--- config.mk ---
export PLATFORM = sky130hd
export DESIGN_NAME = dram_cmd_fsm
export DESIGN_NICKNAME = d
export VERILOG_FILES = /design/src/rtl/dram_cmd_fsm.sv
export SDC_FILE = /design/constraint.sdc
export NUM_CORES = 1
export LEC_CHECK = 0
export ABC_AREA = 1
export BUFFER_PORTS_ARGS = -buffer_cell sky130_fd_sc_hd__clkbuf_2
export CAP_MARGIN = 30
export CORE_MARGIN = 2
export CORE_UTILIZATION = 40
export CTS_CLUSTER_DIAMETER = 30
export DETAILED_ROUTE_END_ITERATION = 10
export GPL_ROUTABILITY_DRIVEN = 0
export PLACE_DENSITY_LB_ADDON = 0.25
export SLEW_MARGIN = 20
export SYNTH_ARGS = -nofsm -noshare
export SYNTH_HDL_FRONTEND = slang
export SYNTH_SLANG_ARGS = --single-unit
--- constraint.sdc ---
create_clock -name CLK -period 5.78 [get_ports CLK]
set_input_delay 0.578 -clock CLK [delete_from_list [all_inputs] [get_ports CLK]]
set_output_delay 0.578 -clock CLK [all_outputs]
set_load 0.02 [all_outputs]
--- src/rtl/dram_cmd_fsm.sv ---
// DRAM command generator: turns one decoded request at a time into a
// PRE/ACT/RD/WR sequence. It tracks the open row of every bank, enforces
// tRP/tRCD/tCCD spacing and services refresh as PREA -> REF -> tRFC wait.
`timescale 1ns/1ps
module dram_cmd_fsm #(
  parameter int RANK_BITS       = 1,
  parameter int BANK_GROUP_BITS = 2,
  parameter int BANK_BITS       = 2,
  parameter int ROW_BITS        = 16,
  parameter int COLUMN_BITS     = 10,
  parameter int T_RP            = 4,
  parameter int T_RCD           = 4,
  parameter int T_CCD           = 2,
  parameter int T_RFC           = 16
) (
  input  logic                       CLK,
  input  logic                       RST,
  input  logic                       req_valid,
  output logic                       req_ready,
  input  logic                       req_write,
  input  logic [RANK_BITS-1:0]       req_rank,
  input  logic [BANK_GROUP_BITS-1:0] req_bg,
  input  logic [BANK_BITS-1:0]       req_bank,
  input  logic [ROW_BITS-1:0]        req_row,
  input  logic [COLUMN_BITS-1:0]     req_col,
  input  logic                       ref_req,
  output logic                       ref_ack,
  output logic                       cmd_valid,
  output logic [2:0]                 cmd,
  output logic [RANK_BITS-1:0]       cmd_rank,
  output logic [BANK_GROUP_BITS-1:0] cmd_bg,
  output logic [BANK_BITS-1:0]       cmd_bank,
  output logic [ROW_BITS-1:0]        cmd_row,
  output logic [COLUMN_BITS-1:0]     cmd_col
);

  localparam int IDX_W = RANK_BITS + BANK_GROUP_BITS + BANK_BITS;
  localparam int NBANK = 1 << IDX_W;

  localparam logic [7:0] RP_CNT  = 8'(T_RP - 1);
  localparam logic [7:0] RCD_CNT = 8'(T_RCD - 1);
  localparam logic [7:0] CCD_CNT = 8'(T_CCD - 1);
  localparam logic [7:0] RFC_CNT = 8'(T_RFC - 1);

  localparam logic [2:0] CMD_NOP  = 3'd0;
  localparam logic [2:0] CMD_ACT  = 3'd1;
  localparam logic [2:0] CMD_RD   = 3'd2;
  localparam logic [2:0] CMD_WR   = 3'd3;
  localparam logic [2:0] CMD_PRE  = 3'd4;
  localparam logic [2:0] CMD_PREA = 3'd5;
  localparam logic [2:0] CMD_REF  = 3'd6;

  typedef enum logic [3:0] {
    S_IDLE, S_PRE, S_WAIT_RP, S_ACT, S_WAIT_RCD, S_ISSUE, S_WAIT_CCD,
    S_REF_PREA, S_REF_WAIT_RP, S_REF, S_REF_WAIT_RFC
  } state_t;

  state_t                     state_q, state_d;
  logic [7:0]                 cnt_q, cnt_d;
  logic [NBANK-1:0]           open_q, open_d;
  logic [ROW_BITS-1:0]        row_tbl [NBANK];
  logic [RANK_BITS-1:0]       last_rank_q, last_rank_d;

  logic                       hold_write_q, hold_write_d;
  logic [RANK_BITS-1:0]       hold_rank_q, hold_rank_d;
  logic [BANK_GROUP_BITS-1:0] hold_bg_q, hold_bg_d;
  logic [BANK_BITS-1:0]       hold_bank_q, hold_bank_d;
  logic [ROW_BITS-1:0]        hold_row_q, hold_row_d;
  logic [COLUMN_BITS-1:0]     hold_col_q, hold_col_d;

  logic                       cmd_valid_q, cmd_valid_d;
  logic [2:0]                 cmd_q, cmd_d;
  logic [RANK_BITS-1:0]       cmd_rank_q, cmd_rank_d;
  logic [BANK_GROUP_BITS-1:0] cmd_bg_q, cmd_bg_d;
  logic [BANK_BITS-1:0]       cmd_bank_q, cmd_bank_d;
  logic [ROW_BITS-1:0]        cmd_row_q, cmd_row_d;
  logic [COLUMN_BITS-1:0]     cmd_col_q, cmd_col_d;
  logic                       ref_ack_q, ref_ack_d;

  logic [IDX_W-1:0]           req_idx, hold_idx;

  assign req_idx   = {req_rank, req_bg, req_bank};
  assign hold_idx  = {hold_rank_q, hold_bg_q, hold_bank_q};
  assign req_ready = !RST && (state_q == S_IDLE) && !ref_req;

  assign cmd_valid = cmd_valid_q;
  assign cmd       = cmd_q;
  assign cmd_rank  = cmd_rank_q;
  assign cmd_bg    = cmd_bg_q;
  assign cmd_bank  = cmd_bank_q;
  assign cmd_row   = cmd_row_q;
  assign cmd_col   = cmd_col_q;
  assign ref_ack   = ref_ack_q;

  // Next-state, bank-table and registered-output computation; outputs are
  // decoded from the next state so each command appears in its own state.
  always_comb begin
    state_d      = state_q;
    cnt_d        = cnt_q;
    open_d       = open_q;
    last_rank_d  = last_rank_q;
    hold_write_d = hold_write_q;
    hold_rank_d  = hold_rank_q;
    hold_bg_d    = hold_bg_q;
    hold_bank_d  = hold_bank_q;
    hold_row_d   = hold_row_q;
    hold_col_d   = hold_col_q;

    case (state_q)
      S_IDLE: begin
        if (ref_req) begin
          state_d = S_REF_PREA;
        end else if (req_valid) begin
          hold_write_d = req_write;
          hold_rank_d  = req_rank;
          hold_bg_d    = req_bg;
          hold_bank_d  = req_bank;
          hold_row_d   = req_row;
          hold_col_d   = req_col;
          last_rank_d  = req_rank;
          if (!open_q[req_idx])                 state_d = S_ACT;
          else if (row_tbl[req_idx] == req_row) state_d = S_ISSUE;
          else                                  state_d = S_PRE;
        end
      end
      S_PRE: begin
        open_d[hold_idx] = 1'b0;
        if (T_RP == 1) state_d = S_ACT;
        else begin state_d = S_WAIT_RP; cnt_d = RP_CNT; end
      end
      S_WAIT_RP: begin
        if (cnt_q <= 8'd1) state_d = S_ACT;
        else               cnt_d   = cnt_q - 8'd1;
      end
      S_ACT: begin
        open_d[hold_idx] = 1'b1;
        if (T_RCD == 1) state_d = S_ISSUE;
        else begin state_d = S_WAIT_RCD; cnt_d = RCD_CNT; end
      end
      S_WAIT_RCD: begin
        if (cnt_q <= 8'd1) state_d = S_ISSUE;
        else               cnt_d   = cnt_q - 8'd1;
      end
      S_ISSUE: begin
        if (T_CCD == 1) state_d = S_IDLE;
        else begin state_d = S_WAIT_CCD; cnt_d = CCD_CNT; end
      end
      S_WAIT_CCD: begin
        if (cnt_q <= 8'd1) state_d = S_IDLE;
        else               cnt_d   = cnt_q - 8'd1;
      end
      S_REF_PREA: begin
        open_d = '0;
        if (T_RP == 1) state_d = S_REF;
        else begin state_d = S_REF_WAIT_RP; cnt_d = RP_CNT; end
      end
      S_REF_WAIT_RP: begin
        if (cnt_q <= 8'd1) state_d = S_REF;
        else               cnt_d   = cnt_q - 8'd1;
      end
      S_REF: begin
        if (T_RFC == 1) state_d = S_IDLE;
        else begin state_d = S_REF_WAIT_RFC; cnt_d = RFC_CNT; end
      end
      S_REF_WAIT_RFC: begin
        if (cnt_q <= 8'd1) state_d = S_IDLE;
        else               cnt_d   = cnt_q - 8'd1;
      end
      default: state_d = S_IDLE;
    endcase

    cmd_valid_d = 1'b0;
    cmd_d       = CMD_NOP;
    cmd_rank_d  = '0;
    cmd_bg_d    = '0;
    cmd_bank_d  = '0;
    cmd_row_d   = '0;
    cmd_col_d   = '0;
    case (state_d)
      S_PRE: begin
        cmd_valid_d = 1'b1; cmd_d = CMD_PRE;
        cmd_rank_d = hold_rank_d; cmd_bg_d = hold_bg_d; cmd_bank_d = hold_bank_d;
      end
      S_ACT: begin
        cmd_valid_d = 1'b1; cmd_d = CMD_ACT;
        cmd_rank_d = hold_rank_d; cmd_bg_d = hold_bg_d; cmd_bank_d = hold_bank_d;
        cmd_row_d  = hold_row_d;
      end
      S_ISSUE: begin
        cmd_valid_d = 1'b1; cmd_d = hold_write_d ? CMD_WR : CMD_RD;
        cmd_rank_d = hold_rank_d; cmd_bg_d = hold_bg_d; cmd_bank_d = hold_bank_d;
        cmd_col_d  = hold_col_d;
      end
      S_REF_PREA: begin
        cmd_valid_d = 1'b1; cmd_d = CMD_PREA; cmd_rank_d = last_rank_d;
      end
      S_REF: begin
        cmd_valid_d = 1'b1; cmd_d = CMD_REF; cmd_rank_d = last_rank_d;
      end
      default: ;
    endcase

    ref_ack_d = ((state_d == S_REF_WAIT_RFC) && (cnt_d == 8'd1)) ||
                ((state_d == S_REF) && (T_RFC == 1));
  end

  // Control state and registered command outputs, cleared by reset.
  always_ff @(posedge CLK) begin
    if (RST) begin
      state_q     <= S_IDLE;
      cnt_q       <= '0;
      open_q      <= '0;
      last_rank_q <= '0;
      cmd_valid_q <= 1'b0;
      cmd_q       <= CMD_NOP;
      cmd_rank_q  <= '0;
      cmd_bg_q    <= '0;
      cmd_bank_q  <= '0;
      cmd_row_q   <= '0;
      cmd_col_q   <= '0;
      ref_ack_q   <= 1'b0;
    end else begin
      state_q     <= state_d;
      cnt_q       <= cnt_d;
      open_q      <= open_d;
      last_rank_q <= last_rank_d;
      cmd_valid_q <= cmd_valid_d;
      cmd_q       <= cmd_d;
      cmd_rank_q  <= cmd_rank_d;
      cmd_bg_q    <= cmd_bg_d;
      cmd_bank_q  <= cmd_bank_d;
      cmd_row_q   <= cmd_row_d;
      cmd_col_q   <= cmd_col_d;
      ref_ack_q   <= ref_ack_d;
    end
  end

  // Captured request and open-row table; only meaningful alongside the control state.
  always_ff @(posedge CLK) begin
    hold_write_q <= hold_write_d;
    hold_rank_q  <= hold_rank_d;
    hold_bg_q    <= hold_bg_d;
    hold_bank_q  <= hold_bank_d;
    hold_row_q   <= hold_row_d;
    hold_col_q   <= hold_col_d;
    if (!RST && state_q == S_ACT) row_tbl[hold_idx] <= hold_row_q;
  end

endmodule

==> impl_results.md <==
- Power per cell area: between 400 and 500 nW/µm²
- Max clock buf depth: 3
- Compound-gate portion of the synthesized area: 4.16%
- Fmax: about 240 MHz
- Final clock skew: approximately 0.035 ns
- # diodes: 0
- Max-slew headroom: between 30% and 40%
- Core area: 64000 µm²
- Worst Setup EP: cmd_row[12]
- Max Fanout on Critical Path: 104
- Vias/cell: between 5 and 6
- CTS Root Cell: clkbuf_16
- Synthesized instance count: around 2500
- Top cell type's share of synthesized area: between 50% and 60%
- DP Worst Slack: roughly 0.92 ns
- CP startpoint: req_bank[0]
- Final hold slack: around 0.11 ns
- Max IR drop VDD: approximately 0.0003 V
- Synthesized area: roughly 26000 µm²
- Most common cell in the netlist: nand2_1
- DRC errors left: 0
- Main combinational cell family by area after synthesis: simple AND/OR/NAND/NOR gates
- CP Class: in2reg
- # Post-CTS Setup Buffers: 0
- Ranking of synthesized cells by area: edfxtp_1, nand2_1, dfxtp_1
- Dominant synthesized flop cell: edfxtp_1
- IO Pins: between 70 and 80
- Reg2reg setup slack: about 2.5 ns
- Worst path required time: between 6 and 7 ns
- Mux cell area share after synthesis: 0%
- P&R area growth vs syn: 23.3%
- Reg clk slew, reported paths: 0.05 ns
- R2R Path Start: cnt_q[0]
- Placed instance count: roughly 3300
- Vias: around 19000
- Share of post-route cells with drive strength above 1: between 10% and 20%
- Min Tclk post-route: approximately 4.2 ns
- Fin cells: approximately 3600
- Tot Pwr: between 15 and 20 mW
- Initial antenna violation count: 0
- Cell taking the most area after synthesis: edfxtp_1
- Max_cap viols: 0
- Rows: 93
- Iter 0 DRT Violations: 1571
- Largest net degree at the start of global routing: ~160
- Period utilization: 71.8%
- CTS H-tree lvls: 4
- Setup violators final: 0
- HP Class: in2reg
- CTS tree: yes
- Crit. End Element: flop
- Die area: around 66000 µm²
- Tightest Pin Transition: 0.976 ns
- Ys Warns: 0
- Hold_buf cts: 0
- # port buffers: slightly above 70
- Post-synth cell types: 32
- Post-DR wirelength/cell: a little over 20 µm
- Pleak: between 10 and 15 nW
- Die width: about 260 µm
- Synthesized-area fraction occupied by adder cells: less than 1%
- Final hold violation count: 0
- Reg2reg path depth: 10
- Clock sinks: around 630
- Yosys reg bits: 625
- Worst R2R End: cmd_row[12]
- Part of the power in the clock network: a little under half
- Final worst setup slack: ~1.6 ns
- Max Transition Viols Final: 0
- First-pass GRT wire length: about 110000 µm
- Sw Pwr: roughly 4.4 mW
- Avg Inst Size Synth: between 10 and 15 µm²
- Comb power frac: 14.8%
- CTS resizes: 0
- Post-synth top cells: nand2_1, edfxtp_1, nand3_1, nor2_1, inv_1
- Post-DP HPWL: 40800 µm
- Seq pwr share: between 30% and 40%
- Filler cell count: about 5600
- CTS Buf Count: around 130
- Area share of xor/xnor cells in the synthesized design: 0.306%
- Sw Share: 27.9%
- EDFF count, synth: around 500
- Antenna viol nets, final: 0
- All-layer global routing usage: 22.2%
- Startpoint Class: input port
- Placed cell areas: approximately 27000 µm²
- Sequential element share of the synthesized area: 68.5%
- Final #Nets: between 2000 and 3000
- DRT Wirelength: between 70000 and 80000 µm
- Critical path data arrival time: between 4 and 5 ns
- Worst skew pair latency: roughly 0.71 ns
- Die height: approximately 260 µm
- Post-Synth Simple-Gate Area: 22.5%
- Post-Route Utilization: between 40% and 50%
- Setup TNS: 0 ns
- Pint: 11.4 mW
- Grt total ovfl: 0
- Status: completed
- Vias in the first global route: 18400
- Starting density of the core: roughly 40%
- Asr flop ratio synth: 0%
- Design area: 31800 µm²
- DRT Pass-1 Iters: 8
- Syn Nets: ~2500
- Unrepaired setup endpoints after global routing: no
==> cell usage in the layout (no fill, tap or decap), drive strengths merged, types with 69 or more instances in the layout <==
cell	count
buf	69
inv	125
nor2	228
o21ai	85
dfxtp	113
nand2	670
a21oi	87
nand3	386
clkbuf	229
edfxtp	512
==> worst min path at each step <==
stage             startpoint       endpoint  cells after the start  slack (ns)
4_1_cts           req_col[5]  hold_col_q[5]                      3        0.07
5_1_grt            req_write   hold_write_q                      3         0.1
2_1_floorplan   hold_write_q   hold_write_q                      2        0.42
3_3_place_gp   hold_col_q[0]  hold_col_q[0]                      2        0.44
3_5_place_dp    hold_write_q   hold_write_q                      2        0.44
6_report           req_write   hold_write_q                      3        0.11
==> state kept, by name, indices dropped and copies added, names as in the netlist <==
name,cells
hold_col_q,10
cmd,3
hold_rank_q,1
cmd_rank,1
row_tbl,512
cmd_bg,2
hold_row_q,16
hold_bg_q,2
cnt_q,8
cmd_valid,1
hold_write_q,1
open_q,32
cmd_bank,2
state_q,4
hold_bank_q,2
cmd_row,16
ref_ack,1
last_rank_q,1
cmd_col,10
==> power by group through the flow <==
| stage | clock (mW) | combinational (mW) | sequential [mW] |
|---|---|---|---|
| 3_3_place_gp | 0 | 2.02 | 6.08 |
| 5_1_grt | 7.88 | 2.55 | 5.91 |
| 6_report | 7.57 | 2.34 | 5.88 |
| 3_5_place_dp | 0 | 2.27 | 5.98 |
| 4_1_cts | 7.65 | 2.29 | 5.90 |
| 2_1_floorplan | 0 | 1.16 | 6.12 |
==> layout make-up <==
cell class              instances  area [µm²]  share of cell area (%)
flip-flops and latches        625       17600                    55.5
well taps                     855        1070                    3.37
multi-input cells            1575        7030                    22.1
repair buffers                139        1070                    3.36
inverters                     118         450                    1.42
clock inverters                81         996                    3.14
clock buffers                 159        3510                    11.0
==> worst max-delay path: stages <==
cell      delay [ns]
clkbuf_8        0.33
inv_6           0.72
buf_12          0.38
nand2_1         0.09
nand3_1         0.08
nand3_1         0.09
nand2_1         0.09
nand2_1         0.04
nand2_1         0.16
nand2_1         0.11
nand2_1         0.09
nand2_1         0.05
nand2_1         0.06
nor2_1          0.05
nand2_1         0.13
nor2_1          0.07
nand3_1         0.15
nand2_1         0.09
nand2_2         0.10
nand4_2         0.55
nor3_1          0.54
==> kinds of logic (layout without fill, tap and decap cells) <==
family | count (synthesis) | count (layout)
compound gates | 195 | 195
xor+xnor | 9 | 9
fa+ha+maj | 2 | 2
buf+inv | 260 | 497
flops | 625 | 625
simple gates | 1369 | 1369
==> metal layers <==
| layer | global-route usage, % | routed length [µm] | up-vias |
|---|---|---|---|
| met4 | 9.57 | 2450 | 0 |
| met3 | 4.42 | 4580 | 157 |
| li1 | - | - | 8745 |
| met2 | 35.7 | 34800 | 670 |
| met1 | 29.3 | 31500 | 9218 |
| met5 | 0 | 0 | - |
Note: power is estimated with default switching activity, not from simulation.
